<file path="config.mk">
export PLATFORM = sky130hd
export DESIGN_NAME = rx_fc
export DESIGN_NICKNAME = d
export VERILOG_FILES = /design/src/rtl/rx_fc_pkg.sv /design/src/rtl/rx_fc_credit_slot.sv /design/src/rtl/rx_fc.sv
export SDC_FILE = /design/constraint.sdc
export NUM_CORES = 1
export LEC_CHECK = 0
export BUFFER_PORTS_ARGS = -buffer_cell sky130_fd_sc_hd__buf_4
export CORE_ASPECT_RATIO = 2
export CORE_UTILIZATION = 45
export DETAILED_ROUTE_END_ITERATION = 8
export MAX_ROUTING_LAYER = met4
export PLACE_DENSITY = 0.6
export SYNTH_ARGS = -nofsm -noshare
export SYNTH_HDL_FRONTEND = slang
export SYNTH_SLANG_ARGS = --single-unit
export TNS_END_PERCENT = 30
</file>
<file path="constraint.sdc">
create_clock -name clk -period 6 [get_ports clk]
set_input_delay 0.6 -clock clk [delete_from_list [all_inputs] [get_ports clk]]
set_output_delay 0.6 -clock clk [all_outputs]
set_load 0.02 [all_outputs]
</file>
<file path="src/rtl/rx_fc_pkg.sv">
// Shared types, state encodings, default credit limits and the PTLP-to-credit
// conversion used by both the receive and transmit flow-control logic.
package rx_fc_pkg;

    typedef enum logic [1:0] {
        FC_X   = 2'd0,
        FC_P   = 2'd1,
        FC_NP  = 2'd2,
        FC_CPL = 2'd3
    } FC_type_t;

    localparam logic [2:0] ST_INIT_P   = 3'd0;
    localparam logic [2:0] ST_INIT_NP  = 3'd1;
    localparam logic [2:0] ST_INIT_CPL = 3'd2;
    localparam logic [2:0] ST_IDLE     = 3'd3;
    localparam logic [2:0] ST_UPDATE   = 3'd4;

    localparam int P_HDR_INIT_DEF    = 30;
    localparam int P_DATA_INIT_DEF   = 1000;
    localparam int NP_HDR_INIT_DEF   = 15;
    localparam int NP_DATA_INIT_DEF  = 1000;
    localparam int CPL_HDR_INIT_DEF  = 30;
    localparam int CPL_DATA_INIT_DEF = 1000;

    // One data credit covers 4 DW, rounded up.
    function automatic logic [8:0] ptlp_to_credits(input logic [9:0] ptlp);
        logic [10:0] sum;
        sum = {1'b0, ptlp} + 11'd3;
        return sum[10:2];
    endfunction

    function automatic logic [2:0] type_onehot(input FC_type_t t);
        case (t)
            FC_P:    return 3'b001;
            FC_NP:   return 3'b010;
            FC_CPL:  return 3'b100;
            default: return 3'b000;
        endcase
    endfunction

    function automatic FC_type_t next_type(input FC_type_t t);
        case (t)
            FC_P:    return FC_NP;
            FC_NP:   return FC_CPL;
            default: return FC_P;
        endcase
    endfunction

endpackage

</file>
<file path="src/rtl/rx_fc_credit_slot.sv">
// Credit bookkeeping for one traffic class: advertised limit (CA), received
// count (CR) and the overflow check against the limit before any same-cycle release.
module rx_fc_credit_slot
    import rx_fc_pkg::*;
#(
    parameter int HW        = 12,
    parameter int DW        = 16,
    parameter int HDR_INIT  = 30,
    parameter int DATA_INIT = 1000
) (
    input  logic          clk,
    input  logic          arst,
    input  logic          rx_en,
    input  logic [9:0]    rx_ptlp,
    input  logic          rel_en,
    input  logic [9:0]    rel_ptlp,
    output logic [HW-1:0] ca_hdr,
    output logic [DW-1:0] ca_data,
    output logic          overflow
);

    logic [HW-1:0] cr_hdr, new_cr_hdr, hdr_room;
    logic [DW-1:0] cr_data, new_cr_data, data_room;
    logic [DW-1:0] rx_cred, rel_cred;

    assign rx_cred     = DW'(ptlp_to_credits(rx_ptlp));
    assign rel_cred    = DW'(ptlp_to_credits(rel_ptlp));
    assign new_cr_hdr  = cr_hdr + HW'(1);
    assign new_cr_data = cr_data + rx_cred;
    assign hdr_room    = ca_hdr - new_cr_hdr;
    assign data_room   = ca_data - new_cr_data;
    assign overflow    = rx_en && (hdr_room[HW-1] || data_room[DW-1]);

    always_ff @(posedge clk) begin
        if (!arst) begin
            ca_hdr  <= HW'(HDR_INIT);
            ca_data <= DW'(DATA_INIT);
            cr_hdr  <= '0;
            cr_data <= '0;
        end else begin
            if (rel_en) begin
                ca_hdr  <= ca_hdr + HW'(1);
                ca_data <= ca_data + rel_cred;
            end
            if (rx_en && !overflow) begin
                cr_hdr  <= new_cr_hdr;
                cr_data <= new_cr_data;
            end
        end
    end

endmodule

</file>
<file path="src/rtl/rx_fc.sv">
// Receive-side flow-control credit manager: InitFC sequence, round-robin
// UpdateFC advertisements, periodic refresh and sticky receiver-overflow flag.
//
// state       | meaning
// ST_INIT_P   | advertising InitFC for Posted
// ST_INIT_NP  | advertising InitFC for Non-Posted
// ST_INIT_CPL | advertising InitFC for Completion
// ST_IDLE     | waiting for a pending class
// ST_UPDATE   | UpdateFC held until the DLL accepts it
module rx_fc
    import rx_fc_pkg::*;
#(
    parameter int FC_HDR_WIDTH  = 12,
    parameter int FC_DATA_WIDTH = 16,
    parameter int P_HDR_INIT    = P_HDR_INIT_DEF,
    parameter int P_DATA_INIT   = P_DATA_INIT_DEF,
    parameter int NP_HDR_INIT   = NP_HDR_INIT_DEF,
    parameter int NP_DATA_INIT  = NP_DATA_INIT_DEF,
    parameter int CPL_HDR_INIT  = CPL_HDR_INIT_DEF,
    parameter int CPL_DATA_INIT = CPL_DATA_INIT_DEF,
    parameter int UPDATE_PERIOD = 1024
) (
    input  logic                     clk,
    input  logic                     arst,
    input  logic                     rx_tlp_valid,
    input  FC_type_t                 rx_tlp_type,
    input  logic [9:0]               rx_tlp_ptlp,
    input  logic                     rel_valid,
    input  FC_type_t                 rel_type,
    input  logic [9:0]               rel_ptlp,
    output logic                     fc_valid,
    input  logic                     fc_ready,
    output FC_type_t                 TypeFC,
    output logic [FC_HDR_WIDTH-1:0]  HdrFC,
    output logic [FC_DATA_WIDTH-1:0] DataFC,
    output logic                     init_done,
    output logic                     rx_overflow_err,
    output FC_type_t                 overflow_type
);

    localparam int TW = $clog2(UPDATE_PERIOD);

    logic [2:0]               state;
    logic [2:0]               pending, pending_next, rel_vec, hs_clr;
    logic [TW-1:0]            timer;
    logic                     tick, upd_dirty;
    FC_type_t                 rr_ptr, pick, cand, load_type;
    logic [FC_HDR_WIDTH-1:0]  ca_hdr [3];
    logic [FC_DATA_WIDTH-1:0] ca_data [3];
    logic [FC_HDR_WIDTH-1:0]  load_hdr;
    logic [FC_DATA_WIDTH-1:0] load_data;
    logic [2:0]               ovf;

    for (genvar i = 0; i < 3; i++) begin : g_slot
        localparam logic [1:0] CLS = 2'(i + 1);
        rx_fc_credit_slot #(
            .HW       (FC_HDR_WIDTH),
            .DW       (FC_DATA_WIDTH),
            .HDR_INIT ((i == 0) ? P_HDR_INIT  : (i == 1) ? NP_HDR_INIT  : CPL_HDR_INIT),
            .DATA_INIT((i == 0) ? P_DATA_INIT : (i == 1) ? NP_DATA_INIT : CPL_DATA_INIT)
        ) u_slot (
            .clk     (clk),
            .arst    (arst),
            .rx_en   (init_done && rx_tlp_valid && (rx_tlp_type == CLS)),
            .rx_ptlp (rx_tlp_ptlp),
            .rel_en  (rel_valid && (rel_type == CLS)),
            .rel_ptlp(rel_ptlp),
            .ca_hdr  (ca_hdr[i]),
            .ca_data (ca_data[i]),
            .overflow(ovf[i])
        );
    end

    always_comb begin
        pick = FC_X;
        cand = rr_ptr;
        for (int k = 0; k < 3; k++) begin
            cand = next_type(cand);
            if (pick == FC_X && |(type_onehot(cand) & pending))
                pick = cand;
        end
    end

    always_comb begin
        load_type = TypeFC;
        case (state)
            ST_INIT_P:   load_type = (fc_valid && fc_ready) ? FC_NP  : FC_P;
            ST_INIT_NP:  load_type = (fc_valid && fc_ready) ? FC_CPL : FC_NP;
            ST_INIT_CPL: load_type = FC_CPL;
            ST_IDLE:     load_type = pick;
            default:     load_type = TypeFC;
        endcase
        load_hdr  = '0;
        load_data = '0;
        case (load_type)
            FC_P:    begin load_hdr = ca_hdr[0]; load_data = ca_data[0]; end
            FC_NP:   begin load_hdr = ca_hdr[1]; load_data = ca_data[1]; end
            FC_CPL:  begin load_hdr = ca_hdr[2]; load_data = ca_data[2]; end
            default: begin load_hdr = '0;        load_data = '0;         end
        endcase
    end

    // A release that lands while an UpdateFC is held keeps its class pending.
    assign tick    = init_done && (timer == TW'(UPDATE_PERIOD - 1));
    assign rel_vec = (rel_valid && init_done) ? type_onehot(rel_type) : 3'b000;
    assign hs_clr  = (state == ST_UPDATE && fc_ready && !upd_dirty) ? type_onehot(TypeFC) : 3'b000;
    assign pending_next = (pending & ~hs_clr) | rel_vec | (tick ? 3'b111 : 3'b000);

    always_ff @(posedge clk) begin
        if (!arst) begin
            state           <= ST_INIT_P;
            pending         <= '0;
            timer           <= '0;
            rr_ptr          <= FC_CPL;
            upd_dirty       <= 1'b0;
            fc_valid        <= 1'b0;
            TypeFC          <= FC_X;
            HdrFC           <= '0;
            DataFC          <= '0;
            init_done       <= 1'b0;
            rx_overflow_err <= 1'b0;
            overflow_type   <= FC_X;
        end else begin
            pending <= pending_next;
            if (init_done)
                timer <= tick ? '0 : timer + TW'(1);
            if (|ovf && !rx_overflow_err) begin
                rx_overflow_err <= 1'b1;
                overflow_type   <= rx_tlp_type;
            end
            case (state)
                ST_INIT_P, ST_INIT_NP: begin
                    if (!fc_valid || fc_ready) begin
                        fc_valid <= 1'b1;
                        TypeFC   <= load_type;
                        HdrFC    <= load_hdr;
                        DataFC   <= load_data;
                        if (fc_valid)
                            state <= (state == ST_INIT_P) ? ST_INIT_NP : ST_INIT_CPL;
                    end
                end
                ST_INIT_CPL: begin
                    if (!fc_valid) begin
                        fc_valid <= 1'b1;
                        TypeFC   <= load_type;
                        HdrFC    <= load_hdr;
                        DataFC   <= load_data;
                    end else if (fc_ready) begin
                        fc_valid  <= 1'b0;
                        init_done <= 1'b1;
                        state     <= ST_IDLE;
                    end
                end
                ST_IDLE: begin
                    if (|pending) begin
                        fc_valid  <= 1'b1;
                        TypeFC    <= load_type;
                        HdrFC     <= load_hdr;
                        DataFC    <= load_data;
                        upd_dirty <= rel_valid && (rel_type == pick);
                        state     <= ST_UPDATE;
                    end
                end
                ST_UPDATE: begin
                    if (fc_ready) begin
                        fc_valid <= 1'b0;
                        rr_ptr   <= TypeFC;
                        state    <= ST_IDLE;
                    end else if (rel_valid && (rel_type == TypeFC)) begin
                        upd_dirty <= 1'b1;
                    end
                end
                default: state <= ST_INIT_P;
            endcase
        end
    end

endmodule

</file>
==> results of run 1 <==
## routing by layer
layer,global-route usage (%),part of all wire (%)
met5,-,0
met4,20.0,7.8
met3,2.37,3.0
met2,50.6,54
met1,24.4,35
## placed cells by master, fill, tap and decap left out, types with 18 or more instances in the layout
master       n
and2_1      23
a211oi_1    18
buf_4       93
nand4_1     35
or3_1       30
xnor2_1    111
clkbuf_16   25
nor3_1      24
xor2_1      91
a21oi_1    138
nand2_1    233
and3_1      33
a31oi_1     36
inv_1       49
ha_1       137
nor2_1     145
a21o_1      45
o21ai_0    106
nand3_1     68
dfxtp_1    222
## worst max-delay path by stage
stage                              start                          end  slack [ns]  cells after the start
after floorplan           rx_tlp_ptlp[1]  g_slot[0].u_slot.cr_hdr[11]        0.59                     21
after global placement    rx_tlp_ptlp[1]  g_slot[0].u_slot.cr_hdr[11]       -0.19                     24
after detailed placement  rx_tlp_ptlp[1]  g_slot[0].u_slot.cr_hdr[11]       -0.21                     24
after CTS                 rx_tlp_ptlp[1]  g_slot[0].u_slot.cr_hdr[11]        0.28                     24
after global routing      rx_tlp_ptlp[1]  g_slot[0].u_slot.cr_hdr[11]        0.04                     24
final                     rx_tlp_ptlp[1]  g_slot[0].u_slot.cr_hdr[11]        0.17                     24
## sequential cells by signal, summed over array words and instances, names as in the netlist, 2 cells and up
signal	cells
DataFC	16
HdrFC	12
TypeFC	2
g_slot.u_slot.ca_data	48
g_slot.u_slot.ca_hdr	36
g_slot.u_slot.cr_data	48
g_slot.u_slot.cr_hdr	36
overflow_type	2
pending	3
rr_ptr	2
state	3
timer	10
## power by group through the flow
stage	clock (mW)	sequential (mW)	combinational [mW]
finish	1.81	1.57	0.628
global route	1.90	1.58	0.689
CTS	1.85	1.57	0.629
detailed placement	0	1.61	0.626
global placement	0	1.60	0.620
floorplan	0	1.62	0.384
## area by class of cell
cell class | instances | area, sq um
fill | 3022 | 15100
timing repair buffer | 95 | 738
inverter | 50 | 190
multi-input combinational | 1434 | 9420
clock inverter | 15 | 290
tap | 423 | 529
clock buffer | 29 | 671
sequential | 222 | 4440
## kinds of logic (layout without fill, tap and decap cells)
kind of cell,after synthesis,count (layout),share of synthesized area (%)
adder cells (fa/ha/maj),143,143,12.8
multiplexers,11,11,0.778
AND/OR/NAND/NOR,649,649,21.3
flip-flops,222,222,31.0
AO/OA/AOI/OAI,428,428,18.3
XOR/XNOR,203,203,12.5
buffers and inverters,125,189,3.36
## critical path, delay by kind of cell
kind / cells / cell delay [ns]
AOI/OAI and AO/OA: 12 / 2.71
and+or+nand+nor: 5 / 1.03
xor gates and xnor gates: 3 / 0.98
adders and majority gates: 2 / 0.71
buffers and inverters: 2 / 0.20
## metrics by stage
step                      cells  setup TNS, ns  hold WS (ns)  power (mW)  worst slack (ns)
after floorplan            1781              0         0.441        2.00             0.587
after global placement     2224          -1.65         0.452        2.22            -0.186
after detailed placement   2224          -3.25         0.456        2.23            -0.207
after CTS                  2268              0         0.361        4.05             0.284
after global routing       2268              0         0.379        4.17            0.0388
final                      2268              0         0.378        4.01             0.174
==> impl_results.md, run 1 <==
* Final worst-path cycle share at a little over nine tenths
* Maxcap violations at 0
* Max Slew Vio Count at 0
* Primary FF master, synth: dfxtp_1
* Area grow syn2layout at 13.8%
* Combinational share of power at between 10% and 20%
* # hold bufs at CTS at 0
* DRC viols at 0
* CP cell instances: buf_4, o21a_1, buf_4, nand2_1, xnor2_1, ha_1, a21o_1, a21oi_1, o21bai_1, a21oi_1, o21ai_0, a31oi_1, nor2_1, xnor2_1, ha_1, a21oi_1, o21ai_0, a22o_1, a31o_1, or3b_4, a2111o_1, or3_1, xor2_1, nor2_1
* Worst-path clk slew at around 0.070 ns
* Worst r2r path cells at 20
* Drt pass-1 iters at 7
* R2r setup slk at between 0.6 and 0.7 ns
* Placed inst area at between 15000 and 20000 sq um
* Fin crit period at between 5 and 6 ns
* Die Ht at about 250 microns
* Post-CTS setup buffers at 0
* Crit start category: primary input
* Core Box Area at between 30000 and 40000 sq um
* Most frequent cell after synthesis: nand2_1
* Critical Path RT at about 6.4 ns
* Routed vias/inst at roughly 5.6
* Total GRT Usage at between 20% and 30%
* Post-synth ARST share at 0%
* RSZ-0062 raised after global routing: false
* Clk_skew at 0.0159 ns
* Crit Path Max Fanout at 7
* Int Pwr at about 2.9 mW
* Yosys top cell by area: dfxtp_1
* Initial antenna violation count at 0
* HP Start: rx_tlp_type[1]
* Crit-path slowest cell: xnor2_1
* Critical path capture point type: register
* Hold path depth at 3
* Post-synthesis cell count at 1781
* Largest net degree at the start of global routing at 66
* Post-synth top cells: 233 x nand2_1, 222 x dfxtp_1, 145 x nor2_1, 138 x a21oi_1, 137 x ha_1
* Area share of the largest cell type after synthesis at 31.0%
* PwrDens at about 250 nW/um^2
* Final core occ at between 50% and 60%
* GPL Wtd Cong at around 0.91
* Syn_area_per_cell at 8.04 sq um
* Crit path largest cell delay at just under 0.6 ns
* Initial Util at about 46%
* Crit path DAT at roughly 6.2 ns
* Relative slew slack at 27.9%
* LEAKAGE at ~6.5 nW
* Initial DRC Count at around 600
* Vias in the first global route at between 10000 and 15000
* Number of buffers added on ports at between 60 and 70
* Total die area at about 33000 sq um
* Cell Area, Synth at about 14000 sq um
* Synth cell types at between 70 and 80
* Worst-Skew Late Latency at 0.54 ns
* Hold Crit Class: primary input to register
* DR WL/cell at roughly 18 microns
* Num CTS Buffers at 24
* Fmax achieved at approximately 0.17 GHz
* Total grt overflow at 0
* EDFF count, synth at 0
* Tightest Pin Transition at 1.08 ns
* Sequential element share of the synthesized area at 31.0%
* First-pass GRT wire length at between 60000 and 70000 microns
* Count of final setup violators at 0
* CTS tree: yes
* Max clock buf depth at 3
* H-tree depth at 1
* PostCTS Resize Cnt at 0
* Status: complete, no violations
* Std-Cell Rows at 92
* Post-route cell area at 16300 sq um
* Clk pwr share at roughly 45%
* Root Driver: clkbuf_16
* Die Wd at between 100 and 150 microns
* Synth warn at 0
* Register bit total from synthesis at about 220
* Cell mode on critical path: a21oi_1
* CTS sink count at around 220
* Final Hold Viols at 0
* Hold path endpoint: overflow_type[1]
* Critical path class: primary input to register
* Worst vdd ir at 0.199 mV
* Syn_nets at between 1500 and 2000
* Switching Share at between 20% and 30%
* Switching power at roughly 1.1 mW
* # IOs at 64
* Synth top area cells: dfxtp_1 31%, ha_1 12%, xnor2_1 6.8%, nand2_1 6.1%, xor2_1 5.6%
* Antenna diodes at 0
* Worst R2R End: g_slot[0].u_slot.cr_hdr[11]
* Layout cell share with drive strength beyond 1 at a little under a tenth
* Nets at 1999
* Worst R2R Start: g_slot[0].u_slot.cr_data[0]
* Routed Antenna Nets at 0
* Seq pwr share at 39.2%
* DR vias at around 13000
* DP HPWL at roughly 32000 microns
* Post-Route WL at between 40000 and 50000 microns
Power figures use the tool's default switching activity.
==> inputs of run 2 (changes only) <==
--- a/config.mk
+++ b/config.mk
@@ -5,8 +5,8 @@
 export SDC_FILE = /design/constraint.sdc
 export NUM_CORES = 1
 export LEC_CHECK = 0
+export ABC_AREA = 1
 export BUFFER_PORTS_ARGS = -buffer_cell sky130_fd_sc_hd__buf_4
-export CORE_ASPECT_RATIO = 2
 export CORE_UTILIZATION = 45
 export DETAILED_ROUTE_END_ITERATION = 8
 export MAX_ROUTING_LAYER = met4
==> run 2 against run 1 <==
Net effect:
- critical path depth up 9
- clock-buffer cell count is 11 higher
- critical endpoint is now g_slot[1].u_slot.cr_data[3]
- non-clock buffer count decreased by 22
- first-iteration DRC count rose by 13%
- via count is 9.3% higher
- worst hold slack got worse by 0.034 ns
- register-to-register slack better by 1.4 ns
- largest cell class unchanged
- highest routed layer unchanged
==> impl_results.md, run 2 <==
* Status: complete, no violations
* Worst-Skew Late Latency at 0.54 ns (about the same)
* Syn_nets at 2294 (+17%)
* # hold bufs at CTS at 0 (unchanged)
* Layout cell share with drive strength beyond 1 at 7.39% (-1.7 points)
* Total grt overflow at 0 (unchanged)
* Post-CTS setup buffers at 0 (unchanged)
* Most common cell after layout, fill and taps aside: nand2_1
* Most frequent cell after synthesis: nand2_1
* Crit-path slowest cell: or2_2
* Largest regs: g_slot.u_slot.ca_data (48), g_slot.u_slot.cr_data (48)
* Register bit total from synthesis at 222 (unchanged)
* Critical Path RT at 6.46 ns (+0.05 ns)
* Fmax achieved at 0.207 GHz (+21%)
* H-tree depth at 1 (unchanged)
* Fin Setup TNS at 0 ns (unchanged)
* Root Driver: clkbuf_16
* # IOs at 64 (unchanged)
* Clk_skew at 0.0135 ns (-0.00235 ns)
* Drt pass-1 iters at 5 (-2)
* Core Box Area at 31900 sq um (+1.4%)
* Synth warn at 0 (unchanged)
* Die Ht at 183 microns (-28%)
* Count of final setup violators at 0 (unchanged)
* Crit path DAT at 5.29 ns (-0.95 ns)
* Post-synth top cells: 421 x nand2_1, 279 x a21oi_1, 269 x inv_1, 222 x dfxtp_1, 173 x nand3_1
* Syn_area_per_cell at 6.95 sq um (-13%)
* DP HPWL at 30800 microns (-3.2%)
* Fin crit period at 4.83 ns (-0.994 ns)
* Nets at 2332 (+17%)
* Worst vdd ir at 0.206 mV (+3.1%)
* Synth top area cells: dfxtp_1 30%, ha_1 12%, nand2_1 11%, a21oi_1 9.5%, inv_1 6.8%
* CTS tree: yes
* Std-Cell Rows at 65 (-29%)
* Switching Share at 36.9% (+9.0 points)
* Non-Filler Instances at 2615 (+15%)
* Final worst-path cycle share at 80.5% (-17 points)
* Tightest Pin Transition at 1.10 ns (+0.0186 ns)
* RSZ-0062 raised after global routing: false
* PwrDens at 287 nW/um^2 (+16%)
* Clk pwr share at 35.7% (-9.4 points)
* Crit path largest cell delay at 0.47 ns (-0.12 ns)
* Critical path class: primary input to register
* DRC viols at 0 (unchanged)
* Vias in the first global route at 12900 (+4.0%)
* Post-synthesis cell count at 2122 (+19%)
* Primary FF master, synth: dfxtp_1
* Post-synth ARST share at 0% (unchanged)
* Critical path capture point type: register
* Sequential element share of the synthesized area at 30.1% (-0.93 points)
* Die Wd at 183 microns (+43%)
* R2r setup slk at 2.07 ns (+1.38 ns)
* LEAKAGE at 7.24 nW (+12%)
* Routed vias/inst at 5.29 (-5.2%)
* Switching power at 1.74 mW (+56%)
* Post-route cell area at 16400 sq um (+0.89%)
* GPL Wtd Cong at 0.939 (+3.5%)
* Synth cell types at 51 (-28%)
* Initial antenna violation count at 0 (unchanged)
* EDFF count, synth at 0 (unchanged)
* Crit start category: primary input
* DR vias at 13800 (+9.3%)
* Crit Path Max Fanout at 54 (+47)
* Post-Route WL at 40900 microns (-1.5%)
* DR WL/cell at 15.6 microns (-15%)
* PostCTS Resize Cnt at 0 (unchanged)
* CTS sink count at 222 (unchanged)
* Largest net degree at the start of global routing at 69 (+4.5%)
* Initial Util at 46.3% (+0.73 points)
* Max clock buf depth at 3 (unchanged)
* Placed inst area at 15500 sq um (+1.3%)
* Maxcap violations at 0 (unchanged)
* Antenna diodes at 0 (unchanged)
* Int Pwr at 2.98 mW (+2.8%)
* Combinational share of power at 29.7% (+14 points)
* First-pass GRT wire length at 66100 microns (+1.7%)
* Seq pwr share at 34.7% (-4.5 points)
* Worst-path clk slew at 0.06 ns (about the same)
* Total GRT Usage at 25.3% (-1.4 points)
* Yosys top cell by area: dfxtp_1
* Initial DRC Count at 691 (+13%)
* Area share of the largest cell type after synthesis at 30.1% (-0.93 points)
* Number of buffers added on ports at 63 (unchanged)
* Relative slew slack at 26.4% (-1.5 points)
* Most frequent cells in the layout: 421 x nand2_1, 279 x a21oi_1, 269 x inv_1
* Total die area at 33500 sq um (+2.9%)
* Tot Pwr at 4.71 mW (+17%)
* Final Hold Viols at 0 (unchanged)
* Max Slew Vio Count at 0 (unchanged)
* Hold Crit Class: primary input to register
* Placed cell count at 2566 (+15%)
* Cell Area, Synth at 14800 sq um (+3.1%)
* Area grow syn2layout at 11.3%
* Num CTS Buffers at 27 (+13%)
* Routed Antenna Nets at 0 (unchanged)
-- run 2: layout make-up --
cell class	count	area, sq um
clock buffer	40	815
clock inverter	9	98.8
fill	3166	15400
inverter	281	1050
multi-input combinational	1555	8930
sequential	222	4440
tap	435	544
timing repair buffer	73	548
-- run 2: per-layer routing --
metal  wire (microns)  part of all wire, %  GRT usage, %
met5                0                    0             -
met1            18800                   46          31.7
met4             1480                  3.6          8.97
met2            18600                   46          41.6
met3             1970                  4.8          3.40
-- run 2: final timing paths --
path | start | end | cells after the start
max reg2reg | g_slot[1].u_slot.cr_hdr[0] | g_slot[1].u_slot.cr_data[3] | 19
max | rx_tlp_ptlp[1] | g_slot[1].u_slot.cr_data[3] | 33
min reg2reg | g_slot[1].u_slot.cr_data[0] | g_slot[1].u_slot.cr_data[0] | 2
min | rel_valid | upd_dirty | 3
-- run 2: kinds of logic (layout without fill, tap and decap cells) --
logic type	count (synthesis)	count (layout)	share of synthesized area, %
simple gates	828	828	24.9
flops	222	222	30.1
buf+inv	345	403	9.39
fa+ha+maj	143	143	12.4
xor+xnor	85	85	5.04
compound gates	499	499	18.1
-- run 2: power by group through the flow --
stage                     registers [mW]  logic, mW  clock network [mW]
after floorplan                     1.69      0.944                   0
after global placement              1.66       1.37                   0
after detailed placement            1.66       1.39                   0
after CTS                           1.63       1.39                1.72
after global routing                1.64       1.54                1.78
final                               1.63       1.40                1.68
-- run 2: metrics by stage --
step	utilization [%]	worst slack [ns]	hold slack, ns
after floorplan	-	1.68	0.422
after global placement	48.7	0.788	0.440
after detailed placement	48.7	0.672	0.446
after CTS	51.5	1.22	0.329
after global routing	51.5	0.536	0.359
final	51.5	1.17	0.344
-- run 2: worst max-delay path: cells and delay by family --
| kind | cells | cell delay (ns) |
|---|---|---|
| and+or+nand+nor | 19 | 2.62 |
| AOI/OAI and AO/OA | 3 | 0.42 |
| xor gates and xnor gates | 2 | 0.61 |
| buffers and inverters | 7 | 0.47 |
| adders and majority gates | 2 | 0.54 |
==> inputs of run 3 (changes only) <==
--- a/config.mk
+++ b/config.mk
@@ -10,7 +10,7 @@
 export CORE_UTILIZATION = 45
 export DETAILED_ROUTE_END_ITERATION = 8
 export MAX_ROUTING_LAYER = met4
-export PLACE_DENSITY = 0.6
+export PLACE_DENSITY = 0.63
 export SYNTH_ARGS = -nofsm -noshare
 export SYNTH_HDL_FRONTEND = slang
 export SYNTH_SLANG_ARGS = --single-unit
==> constraint.sdc (replaced) <==
create_clock -name clk -period 4.27 [get_ports clk]
set_input_delay 0.427 -clock clk [delete_from_list [all_inputs] [get_ports clk]]
set_output_delay 0.427 -clock clk [all_outputs]
set_load 0.02 [all_outputs]
==> run 3 against run 2 <==
Net effect:
- routed wire length increased by 7.2%
- worst hold slack worse by 0.19 ns
- sequential power is 41% higher
- critical path depth increased by 2
- clock-buffer cell count fell by 1
- final area rose by 9.4%
- setup slack got worse by 0.97 ns
- sequential cell count unchanged
- die area is the same
- clock power up 48%
- critical path type unchanged
- critical endpoint is now g_slot[1].u_slot.cr_hdr[6]
- largest power group unchanged
==> impl_results.md, run 3 (synthesis gave the netlist of run 2 again) <==
* Status: complete, no violations
* Max Slew Vio Count at 0 (unchanged)
* Maxcap violations at 0 (unchanged)
* Grt met1 use at 32.2% (+0.51 points)
* Crit start category: primary input
* Family with the most delay on the worst path: simple AND/OR/NAND/NOR gates
* Initial DRC Count at 1134 (+64%)
* Max clock buf depth at 3 (unchanged)
* Fmax achieved at 0.246 GHz
* Clk_skew at 0.0181 ns (+0.00458 ns)
* Area of the multi-input gates at 9370 sq um (+4.9%)
* Worst R2R Start: g_slot[1].u_slot.cr_hdr[0]
* Num CTS Buffers at 27 (unchanged)
* Placed inst area at 16300 sq um (+4.9%)
* Layout cell share with drive strength beyond 1 at 14.5% (+7.2 points)
* Worst path bufs/invs at 10 (+3)
* Antenna diodes at 0 (unchanged)
* Routed Antenna Nets at 0 (unchanged)
* Total GRT Usage at 25.7% (+0.35 points)
* Total grt overflow at 0 (unchanged)
* Std-Cell Rows at 65 (unchanged)
* CTS tree: yes
* Fillers at 3068 (-3.1%)
* Worst-Skew Late Latency at 0.56 ns (+0.02 ns)
* FF+latch area at 4440 sq um (unchanged)
* Crit path from: rx_tlp_ptlp[1]
* CTS sink count at 222 (unchanged)
* HP Start: rel_valid
* Post-route cell area at 18000 sq um (+9.4%)
* Hold Crit Class: primary input to register
* Relative slew slack at 17.3% (-9.1 points)
* Die Wd at 183 microns (unchanged)
* First-pass GRT wire length at 67200 microns (+1.7%)
* Nets at 2442 (+4.7%)
* Crit path DAT at 4.50 ns (-0.79 ns)
* Total die area at 33500 sq um (unchanged)
* DR WL/cell at 16.1 microns (+2.9%)
* Core Box Area at 31900 sq um (unchanged)
* Fin crit period at 4.07 ns
* Critical path capture point type: register
* Final worst-path cycle share at 95.4%
* # IOs at 64 (unchanged)
* GPL Wtd Cong at 0.933 (-0.64%)
* Worst-path clk slew at 0.06 ns (about the same)
* Crit Path Max Fanout at 6 (-89%)
* Count of final setup violators at 0 (unchanged)
* Initial antenna violation count at 0 (unchanged)
* Worst vdd ir at 0.298 mV (+45%)
* Largest net degree at the start of global routing at 115 (+67%)
* Final Hold Viols at 0 (unchanged)
* Met3 Resource Use GR at 3.85% (+0.46 points)
* Most frequent cells in the layout: 410 x nand2_1, 269 x a21oi_1, 261 x inv_1
* R2r setup slk at 0.58 ns (-1.49 ns)
* Crit path largest cell delay at 0.30 ns (-0.17 ns)
* DRC viols at 0 (unchanged)
* Area grow syn2layout at 21.8%
* PwrDens at 382 nW/um^2 (+33%)
* Crit-path slowest cell: ha_1
* Largest regs: g_slot.u_slot.ca_data (48), g_slot.u_slot.cr_data (48)
* Most common cell after layout, fill and taps aside: nand2_1
* Final core occ at 56.4% (+4.8 points)
* Worst hold margin at 0.151 ns (-0.193 ns)
* Layer with the highest usage: met2
* Drt pass-1 iters at 6 (+1)
* DP HPWL at 31800 microns (+3.2%)
* RSZ-0062 raised after global routing: true
* LEAKAGE at 7.91 nW (+9.4%)
* Initial Util at 46.3% (unchanged)
* Post-Route WL at 43900 microns (+7.2%)
* Met2 usage at 42.1% (+0.44 points)
* Die Ht at 183 microns (unchanged)
* Tightest Pin Transition at 1.23 ns (+0.135 ns)
* H-tree depth at 1 (unchanged)
* Critical path class: primary input to register
* DR vias at 14600 (+5.2%)
* Number of buffers added on ports at 63 (unchanged)
* Root Driver: clkbuf_16
* Routed vias/inst at 5.34 (+0.97%)
* Critical Path RT at 4.70 ns (-1.76 ns)
* Vias in the first global route at 13200 (+1.9%)
## run 3: cell types whose count changed in the layout (fill, tap and decap cells not counted), moves of 5 or more
cell	before	now
buf_12	0	8
inv_1	269	261
nand2_1	421	410
nand2_2	2	10
buf_4	73	162
a21oi_1	279	269
clkbuf_16	27	34
o21ai_1	3	9
ha_1	137	122
inv_2	11	16
a21oi_2	0	10
o21ai_0	149	142
ha_4	0	15
## run 3: timing repair
item                                   4_1_cts  5_1_grt
setup buffers                                0        8
endpoints found under the hold margin        0        0
setup endpoints to repair                    0       87
hold buffers                                 0        0
gates resized for setup                      0       92
## run 3: report_power, final
part	switching [mW]	internal, mW
sequential	0.113	2.19
combinational	1.44	0.637
clock	0.955	1.54
total	2.51	4.36
## run 3: path summary, 6_finish.rpt
check	end	cells past startpoint
max	g_slot[1].u_slot.cr_hdr[6]	35
min reg2reg	g_slot[1].u_slot.cr_data[0]	2
max reg2reg	g_slot[1].u_slot.cr_hdr[6]	20
min	upd_dirty	3
## run 3: routing by layer
metal | wire length [microns] | up-vias
met5 | 0 | -
met4 | 1690 | 0
met3 | 2250 | 92
met2 | 20400 | 352
met1 | 19600 | 6714
li1 | - | 7399
## run 3: cell type report
cell class | count | share of cell area (%)
repair buffers | 181 | 8.88
flip-flops and latches | 222 | 24.7
inverters | 281 | 5.92
multi-input cells | 1557 | 52.1
well taps | 435 | 3.03
clock buffers | 39 | 4.45
clock inverters | 10 | 0.884
## run 3: worst min-delay path: stages
cell     delay [ns]
buf_4          0.09
a31oi_1        0.07
nor2_1         0.07
## run 3: through the flow
| stage | instances | power (mW) | setup WS, ns | setup TNS [ns] |
|---|---|---|---|---|
| after detailed placement | 2658 | 4.34 | -0.419 | -27.08 |
| after global placement | 2658 | 4.32 | -0.309 | -20.23 |
| after CTS | 2707 | 6.83 | 0.138 | 0 |
| after floorplan | 2122 | 3.71 | 0.126 | 0 |
| after global routing | 2725 | 7.23 | -0.123 | -2.73 |
| final | 2725 | 6.87 | 0.198 | 0 |
